===== src/rtl/cellrv32_vector_instr_queue_if.sv =====
// Handshake bundle between the core dispatch point, the vector instruction
// queue and the register remapping stage. The queue attaches as slave; the
// environment driving push/pop/flush/idle attaches as master.
interface cellrv32_vector_instr_queue_if #(
   parameter int DEPTH   = 4,
   parameter int INSTR_W = 32
);
   localparam int CNT_W = $clog2(DEPTH) + 1;

   // core -> queue
   logic               push_i;
   logic [INSTR_W-1:0] instr_i;
   logic               ready_o;
   logic               flush_i;
   // backend status
   logic               backend_idle_i;
   // queue -> remapper
   logic               valid_o;
   logic [INSTR_W-1:0] instr_o;
   logic               pop_i;
   // occupancy / status
   logic [CNT_W-1:0]   count_o;
   logic               empty_o;
   logic               is_idle_o;

   modport master (
      output push_i, instr_i, flush_i, backend_idle_i, pop_i,
      input  ready_o, valid_o, instr_o, count_o, empty_o, is_idle_o
   );

   modport slave (
      input  push_i, instr_i, flush_i, backend_idle_i, pop_i,
      output ready_o, valid_o, instr_o, count_o, empty_o, is_idle_o
   );
endinterface


===== src/rtl/cellrv32_vector_instr_queue.sv =====
// Vector instruction queue: FIFO decoupling vector dispatch from the register
// remapper. A reconfigure instruction at the head is held back until the vector
// backend is idle so a vl/maxvl change never overtakes in-flight work.
module cellrv32_vector_instr_queue #(
   parameter int DEPTH = 4
) (
   input  logic                          clk_i,
   input  logic                          rstn_i,
   cellrv32_vector_instr_queue_if.slave  vq
);
   localparam int CNT_W = $clog2(DEPTH) + 1;
   localparam int PTR_W = $clog2(DEPTH);

   // Decoded instruction as handed over by the core; the reconfigure flag sits
   // in the MSB.
   typedef struct packed {
      logic       reconfigure;
      logic [6:0] opcode;
      logic [4:0] vd;
      logic [4:0] vs1;
      logic [4:0] vs2;
      logic [8:0] funct;
   } to_vector;

   to_vector             storage_reg [DEPTH];
   logic [PTR_W-1:0]     rd_ptr_reg, rd_ptr_next;
   logic [PTR_W-1:0]     wr_ptr_reg, wr_ptr_next;
   logic [CNT_W-1:0]     count_reg,  count_next;

   to_vector             instr_in;
   to_vector             head;
   logic                 full;
   logic                 not_empty;
   logic                 head_reconf;
   logic                 valid;
   logic                 push_ok;
   logic                 pop_ok;

   assign instr_in    = vq.instr_i;
   assign head        = storage_reg[rd_ptr_reg];
   assign full        = (count_reg == CNT_W'(DEPTH));
   assign not_empty   = (count_reg != '0);
   // A reconfigure head waits for the backend; anything else goes straight out.
   assign head_reconf = not_empty && head.reconfigure;
   assign valid       = not_empty && (!head_reconf || vq.backend_idle_i);
   // Flush wins over both sides; full refuses a push even if a pop happens now.
   assign push_ok     = vq.push_i && !full && !vq.flush_i;
   assign pop_ok      = vq.pop_i && valid && !vq.flush_i;

   assign vq.ready_o   = !full;
   assign vq.valid_o   = valid;
   assign vq.instr_o   = head;
   assign vq.count_o   = count_reg;
   assign vq.empty_o   = !not_empty;
   assign vq.is_idle_o = !not_empty;

   // Storage array, written at the tail on an accepted push; never reset.
   always_ff @(posedge clk_i) begin
      if (push_ok) begin
         storage_reg[wr_ptr_reg] <= instr_in;
      end
   end

   // Next-state for pointers and occupancy; flush returns everything to zero.
   always_comb begin
      rd_ptr_next = rd_ptr_reg;
      wr_ptr_next = wr_ptr_reg;
      count_next  = count_reg;
      if (vq.flush_i) begin
         rd_ptr_next = '0;
         wr_ptr_next = '0;
         count_next  = '0;
      end else begin
         if (push_ok) begin
            wr_ptr_next = wr_ptr_reg + 1'b1;
         end
         if (pop_ok) begin
            rd_ptr_next = rd_ptr_reg + 1'b1;
         end
         case ({push_ok, pop_ok})
            2'b10:   count_next = count_reg + 1'b1;
            2'b01:   count_next = count_reg - 1'b1;
            default: count_next = count_reg;
         endcase
      end
   end

   // Pointer and occupancy registers; reset drops every entry immediately.
   always_ff @(posedge clk_i or negedge rstn_i) begin
      if (!rstn_i) begin
         rd_ptr_reg <= '0;
         wr_ptr_reg <= '0;
         count_reg  <= '0;
      end else begin
         rd_ptr_reg <= rd_ptr_next;
         wr_ptr_reg <= wr_ptr_next;
         count_reg  <= count_next;
      end
   end
endmodule


===== src/flat_wrapper.sv =====
// flat-port wrapper written by rule: the top's interface ports become plain ports
module cellrv32_vector_instr_queue_flat 
#(
   parameter int DEPTH = 4
)
  (clk_i, rstn_i, vq_push_i, vq_instr_i, vq_flush_i, vq_backend_idle_i, vq_pop_i, vq_ready_o, vq_valid_o, vq_instr_o, vq_count_o, vq_empty_o, vq_is_idle_o);
  cellrv32_vector_instr_queue_if #(.DEPTH(DEPTH), .INSTR_W(32)) vq_i ();
  input  logic clk_i;
  input  logic rstn_i;
  input wire logic [$bits(vq_i.push_i)-1:0] vq_push_i;
  input wire logic [$bits(vq_i.instr_i)-1:0] vq_instr_i;
  input wire logic [$bits(vq_i.flush_i)-1:0] vq_flush_i;
  input wire logic [$bits(vq_i.backend_idle_i)-1:0] vq_backend_idle_i;
  input wire logic [$bits(vq_i.pop_i)-1:0] vq_pop_i;
  output wire logic [$bits(vq_i.ready_o)-1:0] vq_ready_o;
  output wire logic [$bits(vq_i.valid_o)-1:0] vq_valid_o;
  output wire logic [$bits(vq_i.instr_o)-1:0] vq_instr_o;
  output wire logic [$bits(vq_i.count_o)-1:0] vq_count_o;
  output wire logic [$bits(vq_i.empty_o)-1:0] vq_empty_o;
  output wire logic [$bits(vq_i.is_idle_o)-1:0] vq_is_idle_o;
  assign vq_i.push_i = vq_push_i;
  assign vq_i.instr_i = vq_instr_i;
  assign vq_i.flush_i = vq_flush_i;
  assign vq_i.backend_idle_i = vq_backend_idle_i;
  assign vq_i.pop_i = vq_pop_i;
  assign vq_ready_o = vq_i.ready_o;
  assign vq_valid_o = vq_i.valid_o;
  assign vq_instr_o = vq_i.instr_o;
  assign vq_count_o = vq_i.count_o;
  assign vq_empty_o = vq_i.empty_o;
  assign vq_is_idle_o = vq_i.is_idle_o;
  cellrv32_vector_instr_queue #(.DEPTH(DEPTH)) u_core (.clk_i(clk_i), .rstn_i(rstn_i), .vq(vq_i));
endmodule

===== config.mk =====
export PLATFORM = sky130hd
export DESIGN_NAME = cellrv32_vector_instr_queue_flat
export DESIGN_NICKNAME = d
export VERILOG_FILES = /design/src/rtl/cellrv32_vector_instr_queue_if.sv /design/src/rtl/cellrv32_vector_instr_queue.sv /design/src/flat_wrapper.sv
export SDC_FILE = /design/constraint.sdc
export NUM_CORES = 1
export LEC_CHECK = 0
export ABC_CLOCK_PERIOD_IN_PS = 3800
export BUFFER_PORTS_ARGS = -buffer_cell sky130_fd_sc_hd__buf_2
export CORE_MARGIN = 5
export CORE_UTILIZATION = 60
export CTS_CLUSTER_DIAMETER = 80
export DETAILED_ROUTE_END_ITERATION = 12
export PLACE_DENSITY = 0.86
export SLEW_MARGIN = 20
export SYNTH_ARGS = -nofsm -noshare
export SYNTH_HDL_FRONTEND = slang
export SYNTH_SLANG_ARGS = --single-unit

===== constraint.sdc =====
create_clock -name clk_i -period 3.8 [get_ports clk_i]
set_clock_uncertainty 0.05 [all_clocks]
set_input_delay 0.38 -clock clk_i [delete_from_list [all_inputs] [get_ports clk_i]]
set_output_delay 0.38 -clock clk_i [all_outputs]
set_load 0.1 [all_outputs]

Word-level counts from Yosys, hierarchy flattened
Memory sizes are Yosys's and may differ from the RTL's. Cells that the tools add are included.

Logic and storage cells: 34. Memory bits (writable): 128. Bits in registers: 7. Bits in latches: 0. ROM bits: 0. Bits of input ports: 38. Memories kept: 1.

Eq/ne operators: 3. $add $sub $neg: 4. $lt $le $gt $ge: 0. Muxes and demuxes: 8. Bitwise logic cells: 0. $mul: 0. Reduce and logical (&&, ||, !) cells: 15. Div/mod/pow operators: 0. Shifts and indexed selects: 0.

Memory list: u_core.storage_reg (words 4, bits a word 32, read ports 1, clocked after memory_dff 0, write ports 1, line cellrv32_vector_instr_queue.sv:25) `to_vector storage_reg [DEPTH];`.

Operators with widths (number): 2-bit 2-to-1 mux (4); 1-bit logical AND (6); 3-bit one-hot mux with 2 select lines (1); 3-bit nonzero test (2); 2-bit by 1-bit adder with 2-bit output (second input constant) (2); 1-bit logical NOT (4); 2-bit nonzero test (2); 3-bit by 1-bit adder with 3-bit output (second input constant) (1); 3-bit == test (second input constant) (1); 3-bit 2-to-1 mux (1); 3-bit by 1-bit subtractor with 3-bit output (second input constant) (1); 2-bit by 1-bit == test with 1-bit output (second input constant) (1); 2-bit == test (second input constant) (1); 1-bit 2-to-1 mux (2); 1-bit logical OR (1).

Depth between registers and ports, before layout
Gate-level depths: netlist of the first run.

Word-level depth: 10. Gate-level depth with buffers: 8. Gate-level depth less buffers: 7.

Least setup slack after synthesis of the first run
No wires, ideal clock.

Kind: flip-flop to output port. Start point: reg u_core.count_reg[0], in the netlist u_core.vq.count_o[0]. End point: out vq_valid_o. Slack: -1.087 ns. Data required time: 3.370 ns. Stages on the path, launching flop included: 3. Buffers on the path: 0. Arrival: 4.457 ns. Cells stage by stage: dfrtp_1 nor3_1 a21oi_1.

Cells in the longest elaborated chain, start to end: 5.

Ends and longest elaborated chain: start, declared (line cellrv32_vector_instr_queue.sv:28) `logic [CNT_W-1:0] count_reg, count_next;`; start signal, assigned (line cellrv32_vector_instr_queue.sv:97) `count_reg <= count_next;`; 3-bit nonzero test * (line cellrv32_vector_instr_queue.sv:42) `assign not_empty = (count_reg != '0);`; 1-bit logical AND (line cellrv32_vector_instr_queue.sv:44) `assign head_reconf = not_empty && head.reconfigure;`; 1-bit logical NOT (line cellrv32_vector_instr_queue.sv:45) `assign valid = not_empty && (!head_reconf || vq.backend_idle_i);`; 1-bit logical OR (line cellrv32_vector_instr_queue.sv:45); 1-bit logical AND * (line cellrv32_vector_instr_queue.sv:45); end, declared (line flat_wrapper.sv:16) `output wire logic [$bits(vq_i.valid_o)-1:0] vq_valid_o;`.

Every way passes the cells marked *; elsewhere a longest branch is shown, timed or not.

Worst setup path after layout of the first run
Start point: reg u_core.rd_ptr_reg[0]. End point: out vq_instr_o[15].

Cells in the longest elaborated chain, start to end: 1.

Ends and longest elaborated chain: start, declared (line cellrv32_vector_instr_queue.sv:26) `logic [PTR_W-1:0] rd_ptr_reg, rd_ptr_next;`; start signal, assigned (line cellrv32_vector_instr_queue.sv:95) `rd_ptr_reg <= rd_ptr_next;`; memory 4 x 32 bit; end, declared (line flat_wrapper.sv:17) `output wire logic [$bits(vq_i.instr_o)-1:0] vq_instr_o;`.

Every way passes these cells.

==> flow_summary.yaml, run 1 <==
run_status:
  outcome: "completed"
sta:
  slew_violations: 0
  rsz0062_at_grt: "false"
  worst_pin_slew_ns: 0.919
  maxSlewHeadroom: 0.388
  finalSetupTns_ns: 0
  max_freq_mhz: 360
  min_period_ns: 2.78
  setup_viol: 0
  hold_viol: 0
  fin_crit_sh: 0.731
  hold_ws_ns: 0.0417
logic_synthesis:
  avgSynthCellArea_sq_um: 23.0
  synth_edf_count: 128
  ys.flop_type: "edfxtp_1"
  yosys_warnings: 0
  synth_cell_type_count: 28
  async_flop_share: 0.0519
  synth_nets: 266
  yosysSeqAreaShare: 0.783
  synth-seq-cells: 135
  syn-instance-count: 223
  syn_area_sq_um: 5130
worst_setup_path:
  worstPathMaxFanout: 33
  criticalPathCategory: "reg -> out"
  ff2ff_setup_slack_ns: 1.25
  worstReg2RegEnd: "u_core.vq.count_o[2]"
  critPathLaunch: "u_core.rd_ptr_reg[0]"
  worst_ep_arrival_time_ns: 2.35
  cp.required_ns: 3.37
  startpoint_type: "register"
  worstSetupEndpoint: "vq_instr_o[15]"
  endpoint_kind: "output port"
  ff2ff_path_depth: 7
  rr_startpoint: "u_core.vq.count_o[0]"
finish:
  largest_reg_flops: 128
  diodes: 0
  regArea_sq_um: 4020
  finalNonFillerCells: 427
  syn_to_final_growth_pct: 21.7
  fill_cells: 483
  nets: 353
  utilization: 0.757
  multiInputGateArea_sq_um: 1050
  drive_above_1_share: 0.460
floorplan:
  fp.dieH_um: 103
  coreArea_sq_um: 8260
  initial_utilization: 0.622
  die_area_sq_um: 10500
  num_rows: 33
  die_w_um: 103
  pin_count: 77
grt:
  grt_pass1_vias: 2662
  grt_pass1_wl_um: 14000
  antenna_found_initial: 1
  grt_max_degree: 34
  grt_usage: 0.187
  overflow: 0
drt:
  drc: 0
  wl_per_cell_um: 20.9
  first_pass_iters: 5
  antenna_left: 0
  drt-total-wl_um: 8900
  viasPerCell: 5.79
  vias: 2474
  drtIter0Drc: 122
power:
  report.power.total_mw: 5.22
  power_leakage_nw: 2.18
  power_density_nw_per_um2: 835
  peakVddDrop_v: 0.000539
clocking:
  clkTransAtPathRegs_ns: 0.06
  h-tree-depth: 4
  root_buffer: "clkbuf_8"
  cts_tree: "done"
  cts_buffers: 17
  cts_buffer_depth: 2
  worstSkewPairLatency_ns: 0.50
  cts_setup_buffers: 0
  clock_sinks: 135
  cts_resized: 0
placement:
  place_congestion: 0.861
  dp_cells: 395
  portBuffers: 76
  post-dp-hpwl_um: 5140
hold_path:
  holdCritPathClass: "in -> reg"
job:
  max-cap-violations: 0
## critical path, stage by stage, from the launching register on
cell     delay (ns)
dfrtp_2        0.37
buf_4          0.53
mux4_2         0.62
buf_2          0.32
## layout make-up
| class | instances | area share |
|---|---|---|
| Sequential cell | 135 | 0.643 |
| Timing Repair Buffer | 79 | 0.0649 |
| Clock buffer | 18 | 0.0669 |
| Multi-Input combinational cell | 72 | 0.168 |
| Clock inverter | 13 | 0.0328 |
| Tap cell | 105 | 0.0210 |
| Inverter | 5 | 0.00300 |
## per-stage QoR
stage,cell area [sq um],setup slack [ns]
2_1_floorplan,5140,0.214
3_3_place_gp,5620,1.39
3_5_place_dp,5620,1.28
4_1_cts,6250,0.952
5_1_grt,6250,0.866
6_report,6250,1.02
## how the worst min path moves through the flow
stage | startpoint | endpoint | cells past startpoint
finish | vq_instr_i[21] | u_core.storage_reg[3][21] | 1
global route | vq_instr_i[19] | u_core.storage_reg[3][19] | 1
CTS | vq_instr_i[26] | u_core.storage_reg[0][26] | 1
detailed placement | rstn_i | u_core.vq.count_o[0] | 1
global placement | rstn_i | u_core.vq.count_o[0] | 1
floorplan | rstn_i | u_core.rd_ptr_reg[0] | 0
## metal layers
layer | vias to the layer above | wire, um | global-route usage
met3 | 13 | 581 | 0.0582
met2 | 91 | 4790 | 0.320
met4 | 2 | 91 | 0.0575
li1 | 1086 | - | -
met1 | 1282 | 3430 | 0.230
met5 | - | 13 | 0
## repair_timing
item | 4_1_cts | 5_1_grt
endpoints found under the hold margin | 7 | 0
setup endpoints to repair | 0 | 0
hold buffers | 1 | 0
## synthesized netlist by cell type (all sizes together) (2+ instances only)
cell type / n / area (sq um)
a21oi: 3 / 26.3
and2: 4 / 25.0
buf: 5 / 33.8
clkbuf: 6 / 22.5
dfrtp: 7 / 175
edfxtp: 128 / 3840
ha: 4 / 50.1
inv: 5 / 18.8
mux2: 2 / 22.5
mux4: 32 / 721
nand2: 2 / 7.51
nand2b: 2 / 12.5
nand3: 2 / 10.0
nor2: 6 / 22.5
nor2b: 3 / 18.8
xnor2: 3 / 26.3
## power breakdown
part	internal [mW]	leakage (nW)	switching, mW
clock	1.13	0.298	0.575
sequential	1.73	1.25	0.0431
combinational	0.352	0.624	1.39
total	3.21	2.18	2.01
## cell usage in the layout (no fill, tap or decap), drive strengths merged
cell type,instances
buf,78
nor2b,3
mux4,32
nand3,2
and2,4
fa,1
bufinv,5
clkbuf,18
mux2i,1
nor3,1
ha,4
or3b,1
clkinvlp,2
clkinv,6
xor2,1
nor2,6
nand2,2
dlygate4sd3,1
a21oi,3
dfrtp,7
xnor2,3
nand2b,2
o31ai,1
mux2,2
a211oi,1
edfxtp,128
a221oi,1
inv,5
a2bb2oi,1
## cell families (layout without fill, tap and decap cells)
| logic type | after synthesis | after routing | synth area share |
|---|---|---|---|
| compound gates | 7 | 7 | 0.0127 |
| mux | 35 | 35 | 0.147 |
| flops | 135 | 135 | 0.783 |
| xor+xnor | 4 | 4 | 0.00829 |
| simple gates | 21 | 21 | 0.0214 |
| fa+ha+maj | 5 | 5 | 0.0136 |
| buf+inv | 16 | 115 | 0.0146 |
(Power assumes the default switching activity.)
==> inputs of run 2 (changes only) <==
--- a/config.mk
+++ b/config.mk
@@ -5,13 +5,13 @@
 export SDC_FILE = /design/constraint.sdc
 export NUM_CORES = 1
 export LEC_CHECK = 0
-export ABC_CLOCK_PERIOD_IN_PS = 3800
+export ABC_CLOCK_PERIOD_IN_PS = 2300
 export BUFFER_PORTS_ARGS = -buffer_cell sky130_fd_sc_hd__buf_2
 export CORE_MARGIN = 5
-export CORE_UTILIZATION = 60
+export CORE_UTILIZATION = 51
 export CTS_CLUSTER_DIAMETER = 80
 export DETAILED_ROUTE_END_ITERATION = 12
-export PLACE_DENSITY = 0.86
+export PLACE_DENSITY = 0.78
 export SLEW_MARGIN = 20
 export SYNTH_ARGS = -nofsm -noshare
 export SYNTH_HDL_FRONTEND = slang
==> constraint.sdc (replaced) <==
create_clock -name clk_i -period 2.3 [get_ports clk_i]
set_clock_uncertainty 0.05 [all_clocks]
set_input_delay 0.23 -clock clk_i [delete_from_list [all_inputs] [get_ports clk_i]]
set_output_delay 0.23 -clock clk_i [all_outputs]
set_load 0.1 [all_outputs]
==> run 2 against run 1 <==
  * The flow now finishes with violations (negative setup slack)
  * Worst hold slack lost 0.0046 ns
  * Die area grew 16%
  * Global-route usage down 1.1 points
  * Critical endpoint is now u_core.vq.count_o[2]
==> flow_summary.yaml, run 2 (synthesized netlist as in run 1, its figures left out) <==
grt:
  grt_usage: 0.176
  grt_pass1_vias: 2916
  overflow: 0
  grt_max_degree: 33
  antenna_found_initial: 0
  grt_pass1_wl_um: 15200
placement:
  post-dp-hpwl_um: 5310
  place_congestion: 0.789
  placed_area_sq_um: 5740
  portBuffers: 76
  dp_cells: 429
finish:
  diodes: 0
  regArea_sq_um: 4030
  nets: 399
  syn_to_final_growth_pct: 35.1
  multiInputGateArea_sq_um: 1100
  fill_cells: 629
  finalNonFillerCells: 502
  drive_above_1_share: 0.458
  final_common_cell: "edfxtp_1"
  fin_area_sq_um: 6940
  mostFrequentLayoutCells: "128 x edfxtp_1, 44 x buf_2, 36 x dlygate4sd3_1, 32 x mux4_2, 22 x buf_4"
  largest_reg_flops: 128
sta:
  fin_ws_ns: -0.0473
  hold_viol: 0
  slew_violations: 0
  hold_ws_ns: 0.0371
  worst_pin_slew_ns: 0.513
  setup_viol: 2
  rsz0062_at_grt: "true"
  finalSetupTns_ns: -0.0557
  min_period_ns: 2.35
  fin_crit_sh: 1.02
  maxSlewHeadroom: 0.658
  max_freq_mhz: 426
floorplan:
  pin_count: 77
  die_area_sq_um: 12200
  fp.dieH_um: 110
  num_rows: 36
  die_w_um: 110
  initial_utilization: 0.523
  coreArea_sq_um: 9820
worst_setup_path:
  cp.required_ns: 2.64
  worstReg2RegEnd: "u_core.vq.count_o[2]"
  endpoint_kind: "register"
  ff2ff_path_depth: 7
  rr_startpoint: "u_core.vq.count_o[1]"
  criticalPathCategory: "reg -> reg"
  worst_ep_arrival_time_ns: 2.69
  startpoint_type: "register"
  worstPathMaxFanout: 4
  ff2ff_setup_slack_ns: -0.05
drt:
  antenna_left: 0
  viasPerCell: 5.23
  first_pass_iters: 4
  drt-total-wl_um: 10100
  drc: 0
  drtIter0Drc: 152
  vias: 2623
  wl_per_cell_um: 20.1
clocking:
  worstSkewPairLatency_ns: 0.51
  h-tree-depth: 4
  clock_sinks: 135
  clkTransAtPathRegs_ns: 0.06
  cts_buffer_depth: 2
  cts_tree: "done"
  root_buffer: "clkbuf_8"
  cts_buffers: 17
run_status:
  violations: "negative setup slack"
  outcome: "complete, but fails checks"
hold_path:
  holdCritPathClass: "in -> async"
power:
  power_leakage_nw: 2.42
  peakVddDrop_v: 0.000853
  report.power.total_mw: 8.87
  power_density_nw_per_um2: 1280
job:
  max-cap-violations: 0
==> run 2: worst max-delay path: stages, from the launching register on <==
cell,delay [ns]
dfrtp_4,0.51
or3b_4,0.41
a221oi_4,0.32
nor2b_4,0.20
fa_2,0.21
inv_1,0.05
a2bb2oi_1,0.16
mux2_1,0.33
==> run 2: power breakdown <==
group	internal (mW)	switching, mW
clock	1.44	1.01
combinational	1.03	2.45
sequential	2.87	0.0680
==> run 2: layout make-up <==
class | instances | share of cell area
multi-input cells | 72 | 0.159
clock buffers | 18 | 0.0602
inverters | 5 | 0.00271
well taps | 133 | 0.0240
repair buffers | 125 | 0.154
clock inverters | 14 | 0.0188
flip-flops and latches | 135 | 0.581
==> run 2: how the worst max path moves through the flow <==
stage / start / depth (start not counted) / end / slack, ns
after floorplan: u_core.rd_ptr_reg[0] / 8 / u_core.vq.count_o[2] / -0.33
after global placement: u_core.vq.count_o[1] / 7 / u_core.vq.count_o[2] / 0.04
after detailed placement: u_core.vq.count_o[1] / 7 / u_core.vq.count_o[2] / -0.05
after CTS: u_core.rd_ptr_reg[0] / 3 / vq_instr_o[21] / -0.06
after global routing: u_core.vq.count_o[0] / 7 / u_core.vq.count_o[2] / -0.13
final: u_core.vq.count_o[1] / 7 / u_core.vq.count_o[2] / -0.05
==> run 2: through the flow <==
step           setup slack, ns   util
3_5_place_dp           -0.0472  0.584
3_3_place_gp            0.0424  0.584
6_report               -0.0473  0.706
2_1_floorplan           -0.334      -
4_1_cts                -0.0602  0.688
5_1_grt                 -0.129  0.706
==> run 2: routing by layer <==
layer	global-route usage	share of wire	vias up
met5	0	0	-
met4	0.0695	0.011	0
met3	0.0530	0.053	12
met2	0.305	0.54	76
met1	0.206	0.39	1351
li1	-	-	1184
==> run 2: repair_timing <==
item	4_1_cts	5_1_grt
hold endpoints to repair	139	0
setup endpoints to repair	32	31
pin swaps	1	2
hold buffers	36	0
cloned	1	1
setup buffers	0	3
resized for setup	27	46
==> inputs of run 3 (changes only) <==
--- a/config.mk
+++ b/config.mk
@@ -5,9 +5,10 @@
 export SDC_FILE = /design/constraint.sdc
 export NUM_CORES = 1
 export LEC_CHECK = 0
+export ABC_AREA = 1
 export ABC_CLOCK_PERIOD_IN_PS = 2300
 export BUFFER_PORTS_ARGS = -buffer_cell sky130_fd_sc_hd__buf_2
-export CORE_MARGIN = 5
+export CORE_MARGIN = 4
 export CORE_UTILIZATION = 51
 export CTS_CLUSTER_DIAMETER = 80
 export DETAILED_ROUTE_END_ITERATION = 12
==> run 3 against run 2 <==
  * The flow now finishes without violations
  * Sequential share of layout area down 4.9 points
  * Sequential power rose by 2%
  * Final area up 9.2%
  * Highest routed layer unchanged
  * Critical path depth fell by 2
  * Utilization rose by 5.8 points
  * Via count is 38% higher
==> flow_summary.yaml, run 3 <==
logic_synthesis:
  ys.flop_type: "edfxtp_1"
  synthTopCellsByArea: "edfxtp_1 73%, o21ai_0 5.3%, nor2_1 4.9%, o22ai_1 3.7%, dfrtp_1 3.3%"
  yosys_warnings: 0
  yosysTopAreaCell: "edfxtp_1"
  async_flop_share: 0.0519
  synthTopCellsByCount: "128 x edfxtp_1, 68 x nor2_1, 55 x o21ai_0"
  yosysMostFrequentCell: "edfxtp_1"
  netlist.area_leader.share: 0.734
  synth-seq-cells: 135
  synth_cell_type_count: 25
  synth_edf_count: 128
  avgSynthCellArea_sq_um: 13.8
  syn_area_sq_um: 5240
  syn-instance-count: 381
  synth_nets: 424
  yosysSeqAreaShare: 0.767
drt:
  drt-total-wl_um: 12500
  drtIter0Drc: 283
  antenna_left: 0
  viasPerCell: 5.54
  drc: 0
  first_pass_iters: 5
  vias: 3632
  wl_per_cell_um: 19.1
clocking:
  cts_tree: "done"
  root_buffer: "clkbuf_8"
  cts_buffer_depth: 2
  cts_buffers: 17
  worstSkewPairLatency_ns: 0.52
  h-tree-depth: 4
  clock_sinks: 135
  clkTransAtPathRegs_ns: 0.07
run_status:
  outcome: "completed"
finish:
  nets: 553
  syn_to_final_growth_pct: 44.5
  diodes: 0
  largest_reg_flops: 128
  utilization: 0.764
  drive_above_1_share: 0.352
  final_common_cell: "edfxtp_1"
  mostFrequentLayoutCells: "128 x edfxtp_1, 64 x nor2_1, 54 x o21ai_0, 43 x buf_2"
  fin_area_sq_um: 7570
sta:
  max_freq_mhz: 452
  min_period_ns: 2.21
  fin_crit_sh: 0.962
  finalSetupTns_ns: 0
  setup_viol: 0
  slew_violations: 0
  worst_pin_slew_ns: 0.490
  hold_viol: 0
  maxSlewHeadroom: 0.675
  hold_ws_ns: 0.0281
floorplan:
  fp.dieH_um: 109
  pin_count: 77
  coreArea_sq_um: 9910
  initial_utilization: 0.529
  die_w_um: 109
  num_rows: 36
  die_area_sq_um: 12000
grt:
  grt_usage: 0.222
  grt_pass1_wl_um: 19500
  grt_pass1_vias: 3810
  antenna_found_initial: 0
  overflow: 0
  grt_max_degree: 43
worst_setup_path:
  worstPathMaxFanout: 16
  endpoint_kind: "output port"
  crit_top_cell: "buf_4"
  cp.required_ns: 2.02
  cp_slowest_cell: "dfrtp_2"
  cpLargestDelayFamily: "buffers and inverters"
  criticalPathCategory: "reg -> out"
  worst_ep_arrival_time_ns: 1.93
  critPathBufInv: 3
  max_stage_delay_ns: 0.49
  startpoint_type: "register"
  crit_path_cell_trace: "buf_4, buf_4, o21ai_0, o22ai_2, buf_12"
hold_path:
  holdCritPathClass: "in -> async"
placement:
  portBuffers: 76
  place_congestion: 0.823
  placed_area_sq_um: 6580
  post-dp-hpwl_um: 6690
power:
  peakVddDrop_v: 0.00107
  report.power.total_mw: 10.3
  power_leakage_nw: 2.80
  power_density_nw_per_um2: 1360
job:
  max-cap-violations: 0
[run 3: cell count changes after synthesis, moves of 12 or more]
| cell | previous run | this run |
|---|---|---|
| clkbuf_1 | 6 | 18 |
| mux4_2 | 32 | 0 |
| nand2_1 | 2 | 21 |
| nor2_1 | 6 | 68 |
| o21ai_0 | 0 | 55 |
| o22ai_1 | 0 | 31 |
[run 3: cell families after synthesis]
logic type               after synthesis  share of synthesized area
buffers and inverters                 38                     0.0301
AO/OA/AOI/OAI                         98                      0.102
flip-flops                           135                      0.767
adder cells (fa/ha/maj)                5                     0.0134
AND/OR/NAND/NOR                      104                     0.0862
XOR/XNOR                               1                    0.00167
[run 3: final timing paths]
check	startpoint	slack, ns	end	cells after the start
worst max-delay path	u_core.rd_ptr_reg[0]	0.09	vq_instr_o[8]	5
min in group clk_i	vq_push_i	0.05	u_core.wr_ptr_reg[0]	4
worst min register to register	u_core.vq.count_o[1]	0.53	u_core.vq.count_o[1]	2
worst min-delay path	rstn_i	0.03	u_core.vq.count_o[2]	2
max in group asynchronous	rstn_i	1.99	u_core.vq.count_o[1]	2
worst max register to register	u_core.rd_ptr_reg[0]	0.20	u_core.vq.count_o[2]	13
[run 3: metrics by stage]
step / worst slack, ns / instances
6_report: 0.0877 / 656
5_1_grt: -0.0148 / 656
4_1_cts: 0.00303 / 653
3_5_place_dp: 0.303 / 585
3_3_place_gp: 0.394 / 585
2_1_floorplan: 0.00965 / 381
[run 3: cell type report]
type,instances,area (sq um)
clock buffer,17,414
clock inverter,15,144
fill,598,2340
inverter,17,70.1
multi-input combinational,208,1320
sequential,135,4030
tap,133,166
timing repair buffer,131,1430
[run 3: worst register-to-register path, stage by stage, from the launching register on]
cell and delay [ns]:
dfrtp_2 0.49, inv_4 0.15, nand2_1 0.09, nand3_2 0.10, nand3_4 0.09, nand3_2 0.10, nor2_2 0.06, fa_1 0.37
xnor2_1 0.22, inv_1 0.07, nand2_1 0.06, nand2_1 0.05, nand2_1 0.05, nand2_1 0.04
[run 3: layer usage]
layer	GRT usage	vias up	part of all wire
met5	0	-	0
met4	0.0917	0	0.019
met3	0.0611	18	0.069
met2	0.384	156	0.53
met1	0.262	1799	0.38
li1	-	1659	-
[run 3: power by group]
part           switching (mW)  internal (mW)
Combinational            3.33           1.46
Sequential             0.0988           2.91
Clock                    1.07           1.46
[run 3: repair_timing]
item,CTS,global route
hold buffers,35,0
pin swaps,1,2
setup endpoints to repair,23,28
endpoints found under the hold margin,140,0
gates resized for setup,7,5
gates cloned,1,0
setup buffers,0,3
